$ cat config.mk
export PLATFORM = sky130hd
export DESIGN_NAME = rega_controlador_flat
export DESIGN_NICKNAME = d
export VERILOG_FILES = /design/src/rtl/rega_controlador_if.sv /design/src/rtl/rega_controlador.sv /design/src/flat_wrapper.sv
export SDC_FILE = /design/constraint.sdc
export NUM_CORES = 1
export LEC_CHECK = 0
export BUFFER_PORTS_ARGS = -buffer_cell sky130_fd_sc_hd__buf_2
export CAP_MARGIN = 5
export CORE_MARGIN = 8
export CORE_UTILIZATION = 30
export CTS_CLUSTER_SIZE = 24
export DETAILED_ROUTE_END_ITERATION = 8
export PLACE_DENSITY = 0.41
export SLEW_MARGIN = 20
export SYNTH_ARGS = -nofsm -noshare
export SYNTH_HDL_FRONTEND = slang
export SYNTH_SLANG_ARGS = --single-unit
$ cat constraint.sdc
create_clock -name clk -period 2.1 [get_ports clk]
set_clock_uncertainty 0.05 [all_clocks]
set_input_delay 0.105 -clock clk [delete_from_list [all_inputs] [get_ports clk]]
set_output_delay 0.105 -clock clk [all_outputs]
set_load 0.01 [all_outputs]
$ cat src/rtl/rega_controlador_if.sv
// Sensor, operator and actuator/flag bundle for the irrigation controller.
// The master side drives the raw sensors and operator inputs; the slave side
// (the controller) returns the level/error flags, actuators and display select.
interface rega_controlador_if;
    logic Sn_Baixo;
    logic Sn_Medio;
    logic Sn_Alto;
    logic Seco;
    logic Modo_Asp;
    logic Rearme;
    logic Nv_Critico;
    logic Nv_Baixo;
    logic Nv_Medio;
    logic Nv_Alto;
    logic ERRO;
    logic Bs;
    logic Vs;
    logic Sd;
    logic Valvula_Ent;

    modport master (
        output Sn_Baixo, Sn_Medio, Sn_Alto, Seco, Modo_Asp, Rearme,
        input  Nv_Critico, Nv_Baixo, Nv_Medio, Nv_Alto, ERRO, Bs, Vs, Sd, Valvula_Ent
    );

    modport slave (
        input  Sn_Baixo, Sn_Medio, Sn_Alto, Seco, Modo_Asp, Rearme,
        output Nv_Critico, Nv_Baixo, Nv_Medio, Nv_Alto, ERRO, Bs, Vs, Sd, Valvula_Ent
    );
endinterface

$ cat src/rtl/rega_controlador.sv
// Irrigation control stage: debounces the tank float sensors and the soil
// moisture sensor, classifies the tank level into one-hot flags, and runs a
// Moore FSM (IDLE/REGA/ENCHE/FALHA) driving the sprinkler, drip and inlet valve.
// Also produces the periodic display view select Sd.
// Optional feature: define REGA_WATCHDOG_EN to enable the fill watchdog, which
// forces FALHA when ENCHE sees no level rise for FILL_TIMEOUT cycles.
module rega_controlador #(
    parameter int DEB_CYCLES   = 4,
    parameter int SD_PERIOD    = 25000000,
    parameter int FILL_TIMEOUT = 1000
) (
    input logic                clk,
    input logic                rst,
    rega_controlador_if.slave  bus
);

    localparam int                DEB_W    = $clog2(DEB_CYCLES + 1);
    localparam logic [DEB_W-1:0]  DEB_LAST = DEB_W'(DEB_CYCLES - 1);
    localparam int                SD_W     = $clog2(SD_PERIOD);
    localparam logic [SD_W-1:0]   SD_LAST  = SD_W'(SD_PERIOD - 1);

    if (DEB_CYCLES < 1 || SD_PERIOD < 2 || FILL_TIMEOUT < 1) begin : g_param_check
        $error("rega_controlador: DEB_CYCLES>=1, SD_PERIOD>=2, FILL_TIMEOUT>=1 required");
    end

    typedef enum logic [1:0] {
        IDLE  = 2'd0,
        REGA  = 2'd1,
        ENCHE = 2'd2,
        FALHA = 2'd3
    } state_t;

    // Index 0 = Baixo, 1 = Medio, 2 = Alto, 3 = Seco
    logic [3:0]       raw;
    logic [3:0]       deb;
    logic [DEB_W-1:0] deb_cnt [4];

    logic cls_crit, cls_baixo, cls_medio, cls_alto, cls_inv;
    logic lvl_crit, lvl_baixo, lvl_medio, lvl_alto, lvl_inv, seco_q;

    state_t state_q, state_d;
    logic   mode_q, mode_d;
    logic   bs_q, bs_d, vs_q, vs_d, valv_q, valv_d;

    logic nv_crit_q, nv_baixo_q, nv_medio_q, nv_alto_q, erro_q, erro_d;

    logic [SD_W-1:0] sd_cnt;
    logic            sd_q;

    logic wd_expired;

    assign raw = {bus.Seco, bus.Sn_Alto, bus.Sn_Medio, bus.Sn_Baixo};

    // Debounce: a sensor only changes after DEB_CYCLES consecutive differing samples
    always_ff @(posedge clk) begin
        if (rst) begin
            deb <= '0;
            for (int i = 0; i < 4; i++) deb_cnt[i] <= '0;
        end else begin
            for (int i = 0; i < 4; i++) begin
                if (raw[i] == deb[i]) begin
                    deb_cnt[i] <= '0;
                end else if (deb_cnt[i] == DEB_LAST) begin
                    deb[i]     <= raw[i];
                    deb_cnt[i] <= '0;
                end else begin
                    deb_cnt[i] <= deb_cnt[i] + DEB_W'(1);
                end
            end
        end
    end

    // Decode the debounced {Alto,Medio,Baixo} code; anything non-monotonic is invalid
    always_comb begin
        cls_crit  = (deb[2:0] == 3'b000);
        cls_baixo = (deb[2:0] == 3'b001);
        cls_medio = (deb[2:0] == 3'b011);
        cls_alto  = (deb[2:0] == 3'b111);
        cls_inv   = !(cls_crit || cls_baixo || cls_medio || cls_alto);
    end

    // Registered level classification and moisture, the view the FSM decides on
    always_ff @(posedge clk) begin
        if (rst) begin
            lvl_crit  <= 1'b0;
            lvl_baixo <= 1'b0;
            lvl_medio <= 1'b0;
            lvl_alto  <= 1'b0;
            lvl_inv   <= 1'b0;
            seco_q    <= 1'b0;
        end else begin
            lvl_crit  <= cls_crit;
            lvl_baixo <= cls_baixo;
            lvl_medio <= cls_medio;
            lvl_alto  <= cls_alto;
            lvl_inv   <= cls_inv;
            seco_q    <= deb[3];
        end
    end

`ifdef REGA_WATCHDOG_EN
    localparam int               WD_W    = $clog2(FILL_TIMEOUT + 1);
    localparam logic [WD_W-1:0]  WD_LAST = WD_W'(FILL_TIMEOUT - 1);

    logic [WD_W-1:0] wd_cnt;
    logic            level_rise;

    assign level_rise = (lvl_crit && cls_baixo) || (lvl_baixo && cls_medio);
    assign wd_expired = (state_q == ENCHE) && (wd_cnt == WD_LAST);

    // Fill watchdog: restarts on entering ENCHE and on every level step upward
    always_ff @(posedge clk) begin
        if (rst) begin
            wd_cnt <= '0;
        end else if (state_q != ENCHE || level_rise) begin
            wd_cnt <= '0;
        end else if (!wd_expired) begin
            wd_cnt <= wd_cnt + WD_W'(1);
        end
    end
`else
    assign wd_expired = 1'b0;
`endif

    // Next state with invalid > critical > moisture priority; actuators follow the next state
    always_comb begin
        state_d = state_q;
        mode_d  = mode_q;
        case (state_q)
            IDLE: begin
                if (lvl_inv) begin
                    state_d = FALHA;
                end else if (lvl_crit) begin
                    state_d = ENCHE;
                end else if (seco_q) begin
                    state_d = REGA;
                    mode_d  = bus.Modo_Asp;
                end
            end
            REGA: begin
                if (lvl_inv)       state_d = FALHA;
                else if (lvl_crit) state_d = ENCHE;
                else if (!seco_q)  state_d = IDLE;
            end
            ENCHE: begin
                if (lvl_inv || wd_expired) state_d = FALHA;
                else if (lvl_alto)         state_d = IDLE;
            end
            FALHA: begin
                if (bus.Rearme && !lvl_inv) state_d = IDLE;
            end
            default: state_d = IDLE;
        endcase
        bs_d   = (state_d == REGA) && mode_d;
        vs_d   = (state_d == REGA) && !mode_d;
        valv_d = (state_d == ENCHE);
        erro_d = cls_inv || (state_d == FALHA);
    end

    // State, latched irrigation mode and actuators registered together
    always_ff @(posedge clk) begin
        if (rst) begin
            state_q <= IDLE;
            mode_q  <= 1'b0;
            bs_q    <= 1'b0;
            vs_q    <= 1'b0;
            valv_q  <= 1'b0;
        end else begin
            state_q <= state_d;
            mode_q  <= mode_d;
            bs_q    <= bs_d;
            vs_q    <= vs_d;
            valv_q  <= valv_d;
        end
    end

    // Output flags: level one-hot, masked by the error flag so exactly one is set
    always_ff @(posedge clk) begin
        if (rst) begin
            nv_crit_q  <= 1'b0;
            nv_baixo_q <= 1'b0;
            nv_medio_q <= 1'b0;
            nv_alto_q  <= 1'b0;
            erro_q     <= 1'b0;
        end else begin
            nv_crit_q  <= cls_crit  && (state_d != FALHA);
            nv_baixo_q <= cls_baixo && (state_d != FALHA);
            nv_medio_q <= cls_medio && (state_d != FALHA);
            nv_alto_q  <= cls_alto  && (state_d != FALHA);
            erro_q     <= erro_d;
        end
    end

    // Display view select toggles every SD_PERIOD cycles, pinned to level view on error
    always_ff @(posedge clk) begin
        if (rst) begin
            sd_cnt <= '0;
            sd_q   <= 1'b0;
        end else if (erro_d) begin
            sd_cnt <= '0;
            sd_q   <= 1'b0;
        end else if (sd_cnt == SD_LAST) begin
            sd_cnt <= '0;
            sd_q   <= !sd_q;
        end else begin
            sd_cnt <= sd_cnt + SD_W'(1);
        end
    end

    assign bus.Nv_Critico  = nv_crit_q;
    assign bus.Nv_Baixo    = nv_baixo_q;
    assign bus.Nv_Medio    = nv_medio_q;
    assign bus.Nv_Alto     = nv_alto_q;
    assign bus.ERRO        = erro_q;
    assign bus.Bs          = bs_q;
    assign bus.Vs          = vs_q;
    assign bus.Valvula_Ent = valv_q;
    assign bus.Sd          = sd_q;

endmodule

$ cat src/flat_wrapper.sv
// flat-port wrapper written by rule: the top's interface ports become plain ports
module rega_controlador_flat 
#(
    parameter int DEB_CYCLES   = 4,
    parameter int SD_PERIOD    = 25000000,
    parameter int FILL_TIMEOUT = 1000
)
  (clk, rst, bus_Sn_Baixo, bus_Sn_Medio, bus_Sn_Alto, bus_Seco, bus_Modo_Asp, bus_Rearme, bus_Nv_Critico, bus_Nv_Baixo, bus_Nv_Medio, bus_Nv_Alto, bus_ERRO, bus_Bs, bus_Vs, bus_Sd, bus_Valvula_Ent);
  rega_controlador_if bus_i ();
  input logic clk;
  input logic rst;
  input wire logic [$bits(bus_i.Sn_Baixo)-1:0] bus_Sn_Baixo;
  input wire logic [$bits(bus_i.Sn_Medio)-1:0] bus_Sn_Medio;
  input wire logic [$bits(bus_i.Sn_Alto)-1:0] bus_Sn_Alto;
  input wire logic [$bits(bus_i.Seco)-1:0] bus_Seco;
  input wire logic [$bits(bus_i.Modo_Asp)-1:0] bus_Modo_Asp;
  input wire logic [$bits(bus_i.Rearme)-1:0] bus_Rearme;
  output wire logic [$bits(bus_i.Nv_Critico)-1:0] bus_Nv_Critico;
  output wire logic [$bits(bus_i.Nv_Baixo)-1:0] bus_Nv_Baixo;
  output wire logic [$bits(bus_i.Nv_Medio)-1:0] bus_Nv_Medio;
  output wire logic [$bits(bus_i.Nv_Alto)-1:0] bus_Nv_Alto;
  output wire logic [$bits(bus_i.ERRO)-1:0] bus_ERRO;
  output wire logic [$bits(bus_i.Bs)-1:0] bus_Bs;
  output wire logic [$bits(bus_i.Vs)-1:0] bus_Vs;
  output wire logic [$bits(bus_i.Sd)-1:0] bus_Sd;
  output wire logic [$bits(bus_i.Valvula_Ent)-1:0] bus_Valvula_Ent;
  assign bus_i.Sn_Baixo = bus_Sn_Baixo;
  assign bus_i.Sn_Medio = bus_Sn_Medio;
  assign bus_i.Sn_Alto = bus_Sn_Alto;
  assign bus_i.Seco = bus_Seco;
  assign bus_i.Modo_Asp = bus_Modo_Asp;
  assign bus_i.Rearme = bus_Rearme;
  assign bus_Nv_Critico = bus_i.Nv_Critico;
  assign bus_Nv_Baixo = bus_i.Nv_Baixo;
  assign bus_Nv_Medio = bus_i.Nv_Medio;
  assign bus_Nv_Alto = bus_i.Nv_Alto;
  assign bus_ERRO = bus_i.ERRO;
  assign bus_Bs = bus_i.Bs;
  assign bus_Vs = bus_i.Vs;
  assign bus_Sd = bus_i.Sd;
  assign bus_Valvula_Ent = bus_i.Valvula_Ent;
  rega_controlador #(.DEB_CYCLES(DEB_CYCLES), .SD_PERIOD(SD_PERIOD), .FILL_TIMEOUT(FILL_TIMEOUT)) u_core (.clk(clk), .rst(rst), .bus(bus_i));
endmodule
After elaboration in Yosys (flattened, before gate mapping):

Memories as Yosys holds them, arrays and structs flattened.
Cells that the tools add are included.

* flip-flop bits (word level): 45
* bits in writable memories: 12
* bits of input ports: 8
* output and inout port bits: 9
* logic and storage cells: 156
* memories kept: 1

Memory list
* u_core.deb_cnt: depth 4, width 3, rd ports 4, clocked after memory_dff 0, write ports 4, RTL line rega_controlador.sv:36 `logic [DEB_W-1:0] deb_cnt [4];`

* $add $sub $neg: 5
* equal/unequal tests: 19
* multiplexer cells: 72
* bitwise logic cells: 16
* reduce and logical (&&, ||, !) cells: 23

Operator list (count)
* 2-to-1 mux 1 bit: 50
* 2-to-1 mux 3 bit: 12
* adder 25 x 1 -> 25 bit, second input constant: 1
* == test 25 bit, second input constant: 1
* 2-to-1 mux 2 bit: 9
* == test 3 x 2 -> 1 bit, second input constant: 5
* adder 3 x 1 -> 3 bit, second input constant: 4
* OR 1 bit: 12
* == test 2 bit, second input constant: 4
* one-hot mux 2 bit (4 select lines): 1
* AND reduction 2 bit: 4
* logical AND 1 bit: 7
* == test 1 bit: 4
* == test 2 x 1 -> 1 bit, second input constant: 2
* logical NOT 1 bit: 4
* logical OR 1 bit: 4
* NOT 1 bit: 4
* == test 3 x 1 -> 1 bit, second input constant: 1
* == test 3 bit, second input constant: 1
* logical NOT 3 bit: 1
* OR reduction 3 bit: 1
* logical NOT 2 bit: 1
* inequality test 2 bit, second input constant: 1
* OR reduction 2 bit: 1

Logic depth before layout (Yosys ltp):

An unclocked memory read counts as a cell.

* word-level depth: 8
* mapped depth: 7
* gate-level depth less buffers: 4

Least setup slack after synthesis:

Ideal clock, no wire load.

* path kind: register to register
* from: register u_core.sd_cnt[17]
* to: register u_core.sd_cnt[7]
* setup time: 133 ps
* arrival time: 1515 ps
* required time: 1917 ps
* slack: 402 ps
* cell stages (with the launch flop): 7
* buffers on the path: 2
* clock period less this slack: 1698 ps
* cell sequence: dfxtp_1 > or4b_4 > nor3_2 > nor2b_1 > buf_4 > buf_4 > nor3_1

* cells in the longest elaborated chain, start to end: 2

RTL lines
* from (decl): RTL line rega_controlador.sv:47 `logic [SD_W-1:0] sd_cnt;`
* from (signal assigned): RTL line rega_controlador.sv:206 `sd_cnt <= sd_cnt + SD_W'(1);`
* == test 25 bit: RTL line rega_controlador.sv:202 `end else if (sd_cnt == SD_LAST) begin`
* OR reduction 3 bit (no source line)

Every way passes these cells.
A chain may end at the register's enable or synchronous reset.

Worst setup path after layout:

* from: register u_core.sd_cnt[2]
* to: register u_core.sd_cnt[16]

* cells in the longest elaborated chain, start to end: 2
* elaborated cells on any way between the ends: 3
* classes of those cells: add/sub (1); eq/ne (1); reduce/logical (1)

RTL lines
* parallel branches: the longest is 2 deep, another holds adder 25 x 1 -> 25 bit

Several ways; the timed one is not identified.

==> flow_metrics.py <==
metrics = {
    "run_status": {
        "outcome": "finished, final reports clean",
    },
    "drt": {
        "drtPass1Iterations": 4,
        "routed_wl_mm": 4.832,
        "postRouteAntennaNets": 0,
        "num_vias": 1856,
        "drtIter0Drc": 57,
        "drc": 0,
        "vias_per_cell": 4.735,
        "wl_per_cell_um": 12.33,
    },
    "hold_path": {
        "min_to": "u_core.deb[1]",
        "hp-class": "in2reg",
        "holdCritStartpoint": "rst",
        "hold_path_depth": 2,
    },
    "clock_tree": {
        "cts-resized-gates": 0,
        "numCtsBuffers": 9,
        "cts.path.max_buffers": 2,
        "htreeDepth": 3,
        "clkSlewWorstSetupHoldPaths_ns": 0.07,
        "cts_root_buf": "clkbuf_8",
        "cts_tree": "done",
        "cts.sinks": 57,
        "hold_buffers": 5,
        "postCtsSetupRepairBufs": 0,
        "insertion_delay_ns": 0.33,
    },
    "worst_setup_path": {
        "rr_endpoint": "u_core.sd_cnt[16]",
        "startpoint_type": "register",
        "worstSetupEndpointType": "register",
        "regToRegStartpoint": "u_core.sd_cnt[2]",
        "cp.arrival_ns": 2.09,
        "r2r_setup_slack_ns": 0.20,
        "critical_path.max_fanout": 9,
        "crit_type": "reg2reg",
        "ff2ff_path_depth": 4,
        "required_ns": 2.29,
    },
    "floorplan": {
        "die_w_um": 108.4,
        "die_h_um": 108.4,
        "dieArea_sq_mm": 0.01174,
        "io_pins": 17,
        "start_util_pct": 30.98,
        "rows": 33,
        "core_sq_mm": 0.008258,
    },
    "timing": {
        "slew_headroom_pct": 61.94,
        "tns_ns": 0,
        "fmax_mhz": 527.2,
        "finalMaxSlewViolations": 0,
        "worst_slack_ns": 0.2032,
        "finalHoldViolCount": 0,
        "fin_crit_ns": 1.897,
        "rsz0062_at_grt": "no",
        "worst_pin_slew_ns": 0.5675,
        "min_period_over_period_pct": 90.32,
        "setup_violations": 0,
    },
    "power": {
        "power.density_mw_per_mm2": 737.7,
        "ir_drop_uv": 263.2,
        "p_leak_nw": 1.097,
    },
    "global_routing": {
        "grt_max_degree": 27,
        "grt_pass1_vias": 1819,
        "grt.overflow.total": 0,
        "grt_usage_pct": 9.107,
        "grt_pass1_wl_mm": 8.376,
        "antenna_found_initial": 0,
    },
    "synth": {
        "yosysMostFrequentCell": "dfxtp_1",
        "ys_ff_latch": 57,
        "synthArstFlopShare_pct": 0,
        "synthCells": 250,
        "synth_edf_count": 12,
        "synth_area_leaders": "dfxtp_1, edfxtp_1, ha_1",
        "yosys_warnings": 0,
        "ys_top_cells_by_count": "dfxtp_1, nor2_1, inv_1, nor3_1, edfxtp_1",
        "synth_largest_area_cell": "dfxtp_1",
        "synth_flop_cell": "dfxtp_1",
        "syn_area_sq_mm": 0.002559,
        "yosysUniqueCellTypes": 44,
        "syn_area_per_cell_sq_um": 10.23,
        "ys_seq_area_share_pct": 49.29,
        "netlist.area_leader.share_pct": 35.21,
    },
    "job": {
        "maxCapViolations": 0,
    },
    "layout": {
        "nFillCells": 871,
        "diodes": 0,
        "area_delta_synth_final_pct": 16.63,
        "nNetsFinal": 300,
        "drive_gt1_share_pct": 15.33,
    },
    "placement": {
        "port_buffers": 16,
        "hpwl_mm": 3.320,
        "pre_cts_ws_ns": 0.2054,
        "gp_congestion": 0.7265,
    },
}
## kinds of logic (layout without fill, tap and decap cells)
kind of cell | Yosys count | after routing | synth area share, %
flops | 57 | 57 | 49.29
simple gates | 104 | 104 | 24.55
xor+xnor | 15 | 15 | 5.135
other cells | 1 | 12 | 0.1466
fa+ha+maj | 9 | 9 | 4.401
compound gates | 29 | 29 | 8.069
mux | 7 | 7 | 2.738
buf+inv | 28 | 54 | 5.672
## report_power, final
| part | internal (mW) | switching [mW] |
|---|---|---|
| clock network | 0.482 | 0.418 |
| logic | 0.0547 | 0.0739 |
| registers | 1.15 | 0.0183 |
| total | 1.69 | 0.510 |
## state kept, by name (all words and copies together), names as in the netlist
signal / count
u_core.bus.Nv_Alto: 1
u_core.bus.ERRO: 1
u_core.seco_q: 1
u_core.state_q: 2
u_core.bus.Vs: 1
u_core.lvl_inv: 1
u_core.lvl_crit: 1
u_core.lvl_alto: 1
u_core.bus.Nv_Baixo: 1
u_core.bus.Sd: 1
u_core.bus.Nv_Medio: 1
u_core.bus.Valvula_Ent: 1
u_core.deb_cnt: 12
u_core.bus.Nv_Critico: 1
u_core.bus.Bs: 1
u_core.sd_cnt: 25
u_core.deb: 4
u_core.mode_q: 1
## routing by layer
layer	vias up	wire, um	global-route usage [%]
met3	4	216	4.224
met2	25	2213	14.34
met1	860	2346	10.45
li1	967	-	-
met5	-	0	0
met4	0	57	3.812
## worst max path at each step
stage | startpoint | slack, ns | endpoint
after global routing | u_core.sd_cnt[2] | 0.02 | u_core.sd_cnt[19]
after global placement | u_core.sd_cnt[2] | 0.23 | u_core.sd_cnt[14]
final | u_core.sd_cnt[2] | 0.20 | u_core.sd_cnt[16]
after detailed placement | u_core.sd_cnt[2] | 0.21 | u_core.sd_cnt[14]
after CTS | u_core.sd_cnt[2] | 0.19 | u_core.sd_cnt[16]
after floorplan | u_core.sd_cnt[17] | 0.40 | u_core.sd_cnt[7]
## area by class of cell
| class | count | area [sq um] | area share (%) |
|---|---|---|---|
| Multi-Input combinational cell | 176 | 1194 | 40.00 |
| Clock inverter | 3 | 17.52 | 0.5870 |
| Tap cell | 105 | 131.4 | 4.403 |
| Timing Repair Buffer | 25 | 172.7 | 5.786 |
| Clock buffer | 12 | 155.1 | 5.199 |
| Sequential cell | 57 | 1261 | 42.26 |
| Inverter | 14 | 52.55 | 1.761 |
## worst max-delay path, cell delays in order, from the launching register on
cell	delay (ns)
dfxtp_1	0.40
and4_1	0.47
nand4_1	0.29
or3_1	0.37
a211oi_1	0.23
## through the flow
step	power [mW]	area [sq um]	instances	hold WS [ns]	util (%)
floorplan	1.281	2600	261	0.1395	-
global placement	1.321	2761	372	0.3227	33.44
detailed placement	1.322	2761	372	0.3287	33.44
CTS	2.250	2984	392	0.07589	36.14
global route	2.326	2984	392	0.06703	36.14
finish	2.201	2984	392	0.08161	36.14
## placed cells by master, fill, tap and decap left out, types with 9 or more instances in the layout
cell,synthesis,final
inv_1,14,14
or3_1,11,11
edfxtp_1,12,12
nand4_1,9,9
dfxtp_1,45,45
nor3_1,14,14
ha_1,9,9
clkbuf_8,0,11
buf_2,2,16
nor2_1,20,20
conb_1,1,12
a211oi_1,11,11
Note: power is estimated with default switching activity, not from simulation.
